===== src/rtl/aes_input_loader.sv =====
// rtl/aes_input_loader.sv - assembles key/plaintext words and launches AES_top with a timeout
//
// Ports:
//   AES_clk, AES_rst_n         clock, asynchronous active-low reset
//   in_valid/in_ready/in_word  32-bit host word handshake
//   in_is_key                  1 = key word, 0 = plaintext word
//   AES_en                     core enable, high for the whole RUN state
//   AES_key_in, AES_data_in    assembled 128-bit key and block (registered)
//   AES_data_out_valid         completion flag from the core (sampled in RUN only)
//   busy                       high in RUN and GAP
//   timeout                    one-cycle pulse on the RUN cycle that is aborted
module aes_input_loader #(
  parameter int TIMEOUT_CYCLES = 64
) (
  input  logic         AES_clk,
  input  logic         AES_rst_n,
  input  logic         in_valid,
  output logic         in_ready,
  input  logic [31:0]  in_word,
  input  logic         in_is_key,
  output logic         AES_en,
  output logic [127:0] AES_key_in,
  output logic [127:0] AES_data_in,
  input  logic         AES_data_out_valid,
  output logic         busy,
  output logic         timeout
);

  localparam int CW = $clog2(TIMEOUT_CYCLES + 1);
  localparam logic [CW-1:0] TMO = CW'(TIMEOUT_CYCLES);

  typedef enum logic [1:0] {S_LOAD, S_RUN, S_GAP} state_t;

  state_t          state;
  state_t          state_nxt;
  logic [1:0]      key_cnt;
  logic [1:0]      data_cnt;
  logic            key_valid;
  logic            data_full;
  logic [CW-1:0]   run_cnt;
  logic [127:0]    key_reg;
  logic [127:0]    data_reg;

  logic            key_acc;
  logic            data_acc;
  logic            key_valid_nxt;
  logic            data_full_nxt;
  logic            run_tmo;

  assign key_acc  = in_valid & in_ready & in_is_key;
  assign data_acc = in_valid & in_ready & ~in_is_key;

  // Look-ahead flag values so launch happens on the same edge that
  // accepts the completing word, whether it is key or data.
  always_comb begin
    key_valid_nxt = key_valid;
    if (key_acc && key_cnt == 2'd3)
      key_valid_nxt = 1'b1;
    else if (key_acc && key_cnt == 2'd0)
      key_valid_nxt = 1'b0;
  end

  assign data_full_nxt = data_full | (data_acc & (data_cnt == 2'd3));
  assign run_tmo       = (run_cnt == TMO);

  // State register
  always_ff @(posedge AES_clk or negedge AES_rst_n) begin
    if (!AES_rst_n)
      state <= S_LOAD;
    else
      state <= state_nxt;
  end

  // Next-state logic; valid beats timeout when both land on the same cycle.
  always_comb begin
    state_nxt = state;
    case (state)
      S_LOAD: if (data_full_nxt && key_valid_nxt) state_nxt = S_RUN;
      S_RUN:  if (AES_data_out_valid || run_tmo)  state_nxt = S_GAP;
      S_GAP:  state_nxt = S_LOAD;
      default: state_nxt = S_LOAD;
    endcase
  end

  // Output logic
  always_comb begin
    AES_en   = 1'b0;
    busy     = 1'b0;
    timeout  = 1'b0;
    in_ready = 1'b0;
    case (state)
      S_LOAD: in_ready = AES_rst_n & ~(data_full & ~in_is_key);
      S_RUN: begin
        AES_en  = 1'b1;
        busy    = 1'b1;
        timeout = run_tmo & ~AES_data_out_valid;
      end
      S_GAP:  busy = 1'b1;
      default: ;
    endcase
  end

  // Word assembly, flags and RUN cycle counter
  always_ff @(posedge AES_clk or negedge AES_rst_n) begin
    if (!AES_rst_n) begin
      key_reg   <= '0;
      data_reg  <= '0;
      key_cnt   <= 2'd0;
      data_cnt  <= 2'd0;
      key_valid <= 1'b0;
      data_full <= 1'b0;
      run_cnt   <= '0;
    end else begin
      if (key_acc) begin
        case (key_cnt)
          2'd0: key_reg[127:96] <= in_word;
          2'd1: key_reg[95:64]  <= in_word;
          2'd2: key_reg[63:32]  <= in_word;
          default: key_reg[31:0] <= in_word;
        endcase
        key_cnt <= key_cnt + 2'd1;
      end
      key_valid <= key_valid_nxt;

      if (data_acc) begin
        case (data_cnt)
          2'd0: data_reg[127:96] <= in_word;
          2'd1: data_reg[95:64]  <= in_word;
          2'd2: data_reg[63:32]  <= in_word;
          default: data_reg[31:0] <= in_word;
        endcase
        data_cnt <= data_cnt + 2'd1;
      end
      data_full <= data_full_nxt;

      case (state)
        S_LOAD: if (state_nxt == S_RUN) run_cnt <= CW'(1);
        S_RUN:  if (!run_tmo) run_cnt <= run_cnt + CW'(1);
        S_GAP: begin
          // Key and key_valid survive; only the data side is re-armed.
          data_full <= 1'b0;
          data_cnt  <= 2'd0;
          run_cnt   <= '0;
        end
        default: ;
      endcase
    end
  end

  assign AES_key_in  = key_reg;
  assign AES_data_in = data_reg;

endmodule


===== config.mk =====
export PLATFORM = sky130hd
export DESIGN_NAME = aes_input_loader
export DESIGN_NICKNAME = d
export VERILOG_FILES = /design/src/rtl/aes_input_loader.sv
export SDC_FILE = /design/constraint.sdc
export NUM_CORES = 1
export LEC_CHECK = 0
export CAP_MARGIN = 15
export CORE_UTILIZATION = 45
export DETAILED_ROUTE_END_ITERATION = 8
export GPL_ROUTABILITY_DRIVEN = 0
export PLACE_DENSITY_LB_ADDON = 0.05
export SYNTH_ARGS = -nofsm -noshare
export SYNTH_HDL_FRONTEND = slang
export SYNTH_SLANG_ARGS = --single-unit
export TNS_END_PERCENT = 1

===== constraint.sdc =====
create_clock -name AES_clk -period 2.4 [get_ports AES_clk]
set_input_delay 0.48 -clock AES_clk [delete_from_list [all_inputs] [get_ports AES_clk]]
set_output_delay 0.48 -clock AES_clk [all_outputs]
set_load 0.02 [all_outputs]

==> impl_metrics.tcl <==
set metrics [dict create \
    status "finished with violations" \
    violations "setup timing" \
    drv_cap 0 \
    peakVddDrop_uv 868.5 \
    antenna_found_initial 0 \
    p_sw_frac 0.3439 \
    p_sw_mw 7.917 \
    critical_path.max_stage_delay_ns 0.55 \
    internal_power_mw 15.10 \
    seq_area_frac_synth 0.6418 \
    firstDrtPassIters 4 \
    clockPowerShare 0.214 \
    fmaxAchievable_ghz 0.3835 \
    tns_ns -0.2075 \
    syn_to_final_growth_pct 44.81 \
    synth_edf_count 0 \
    clock-sinks 271 \
    combinationalPowerShare 0.447 \
    synth_cell_types 42 \
    dp.cells 1282 \
    drt_iter0_drc 226 \
    cp_cell_sequence "or4b_4 > or3b_4 > nor3_2 > buf_4" \
    die_h_um 155.2 \
    io_buffers 296 \
    rsz0062_at_grt "yes" \
    critPathCaptureType "primary output" \
    finalNonFillerCells 1336 \
    reg2reg_from "state[0]" \
    core_area_um2 22850 \
    crit_type "flip-flop to primary output" \
    path_max_fanout 2 \
    cts_tree "done" \
    num_rows 55 \
    cp_top_family "simple AND/OR/NAND/NOR gates" \
    relSlewSlack 0.3732 \
    syn_inst 669 \
    drc 0 \
    routed_wl_mm 27.58 \
    finalHoldViolations 0 \
    yosysTopAreaCellShare 0.6418 \
    power_leakage_nw 6.766 \
    grt_pass1_vias 7346 \
    path_buf_inv 1 \
    clk_latency_ns 0.54 \
    cts_buffer_depth 3 \
    ant_nets 0 \
    grt_pass1_wl_mm 42.95 \
    fin_skew_ns 0.01288 \
    worst_pin_slew_ns 0.9402 \
    synth_area_um2 10570 \
    maxSlewViolCount 0 \
    syn-num-nets 719 \
    fin_crit_ns 2.607 \
    cts_max_level 1 \
    ys.flop_type "dfrtp_1" \
    startpoint "run_cnt[3]" \
    wl_per_cell_um 20.65 \
    nNetsFinal 1051 \
    layout-drive-gt1-share 0.3333 \
    cts_buffers 28 \
    powerDensity_nw_per_um2 1505 \
    cp-start-kind "flip-flop" \
    die_w_um 155.2 \
    yosys_warnings 0 \
    start_util 0.4625 \
    netlist_top_cells_area "dfrtp_1 64%, mux2_2 25%, mux2_1 2.2%" \
    dp_hpwl_mm 19.02 \
    syn_avg_cell_area_um2 15.79 \
    grt_max_degree 166 \
    fin_ws_ns -0.2075 \
    yosys_register_bits 271 \
    crit_required_ns 1.92 \
    fin_crit_sh 1.086 \
    num_vias 6852 \
    cts_hold_buffers 0 \
    cp.arrival_ns 2.13 \
    n_antenna_cell 0 \
    power_frac_seq 0.339 \
    die_area_um2 24100 \
    setup_violations 1 \
    holdCritPathClass "input pin to async pin" \
    overflow 0 \
    cp_slowest_cell "or4b_4" \
    mostFrequentLayoutCells "291 x clkdlybuf4s50_1, 271 x dfrtp_1, 236 x mux2_2" \
    via_per_inst 5.129 \
    path_clk_slew_ns 0.06 \
    io_pins 297 \
    clockRootBuffer "clkbuf_16" \
    ys_async_sr_fraction 1.000 \
    final_common_cell "clkdlybuf4s50_1" \
    grt_usage 0.2323 \
    yosysTopAreaCell "dfrtp_1" \
]
## Yosys cell counts, drive strengths merged (2+ instances only)
| cell | count |
|---|---|
| mux2i | 2 |
| buf | 28 |
| ha | 13 |
| a21oi | 6 |
| dfrtp | 271 |
| and3 | 4 |
| o22a | 3 |
| xnor2 | 2 |
| clkbuf | 2 |
| inv | 14 |
| mux2 | 257 |
| o21ai | 9 |
| nand3 | 5 |
| o211ai | 2 |
| nand2 | 14 |
| nor2 | 11 |
| nor3b | 2 |
| nand3b | 2 |
| a32o | 2 |
| nor3 | 3 |
## stage by stage
stage	util	setup slack [ns]	area, um^2	total power, mW	hold slack, ns
floorplan	-	0.01655	10570	12.71	0.1844
global placement	0.6212	-0.1633	14190	17.88	0.4763
detailed placement	0.6212	-0.1859	14190	18.20	0.4814
CTS	0.6686	-0.2851	15270	23.23	0.03837
global route	0.6697	-0.2681	15300	24.11	0.07047
finish	0.6697	-0.2075	15300	23.02	0.03338
## worst paths after layout
path / end / slack, ns / depth (start not counted)
worst max-delay path: timeout / -0.21 / 4
worst min-delay path: AES_key_in[113] / 0.03 / 2
worst max register to register: AES_data_in[51] / 0.20 / 8
worst min register to register: AES_data_in[51] / 0.49 / 1
max in group asynchronous: AES_key_in[30] / 1.06 / 3
min in group AES_clk: data_full / 0.41 / 5
## sequential cells by signal, summed over array words and instances, names as in the netlist
register / cells
AES_data_in: 128
data_cnt: 2
AES_key_in: 128
state: 2
key_cnt: 2
key_valid: 1
run_cnt: 7
data_full: 1
## layout make-up
class / instances / area, um^2
clock buffer: 39 / 822.0
clock inverter: 13 / 259.0
fill: 1671 / 7546
inverter: 14 / 52.55
multi-input combinational: 354 / 3621
sequential: 271 / 6782
tap: 313 / 391.6
timing repair buffer: 332 / 3373
## power by group through the flow
stage / combinational [mW] / sequential (mW) / clock, mW
6_report: 10.3 / 7.81 / 4.93
3_3_place_gp: 10.1 / 7.73 / 0
5_1_grt: 10.8 / 8.07 / 5.24
2_1_floorplan: 2.47 / 10.2 / 0
4_1_cts: 10.4 / 7.82 / 5.04
3_5_place_dp: 10.3 / 7.87 / 0
## layer usage
layer | global-route usage | routed length (um)
met1 | 0.3020 | 11640
met2 | 0.3865 | 13180
met3 | 0.06017 | 2118
met4 | 0.06349 | 642
met5 | 0 | 0
## cell families after synthesis
family | synth area share
XOR/XNOR | 0.001658
buffers and inverters | 0.01954
AO/OA/AOI/OAI | 0.02143
AND/OR/NAND/NOR | 0.02439
flip-flops | 0.6418
adder cells (fa/ha/maj) | 0.01539
multiplexers | 0.2758
## what timing repair did
action | 4_1_cts | 5_1_grt
gates resized for setup | 12 | 4
pin swaps | 0 | 1
endpoints found under the setup margin | 4 | 3
setup buffers | 0 | 2
No activity file was read; power rests on OpenSTA's default activity.
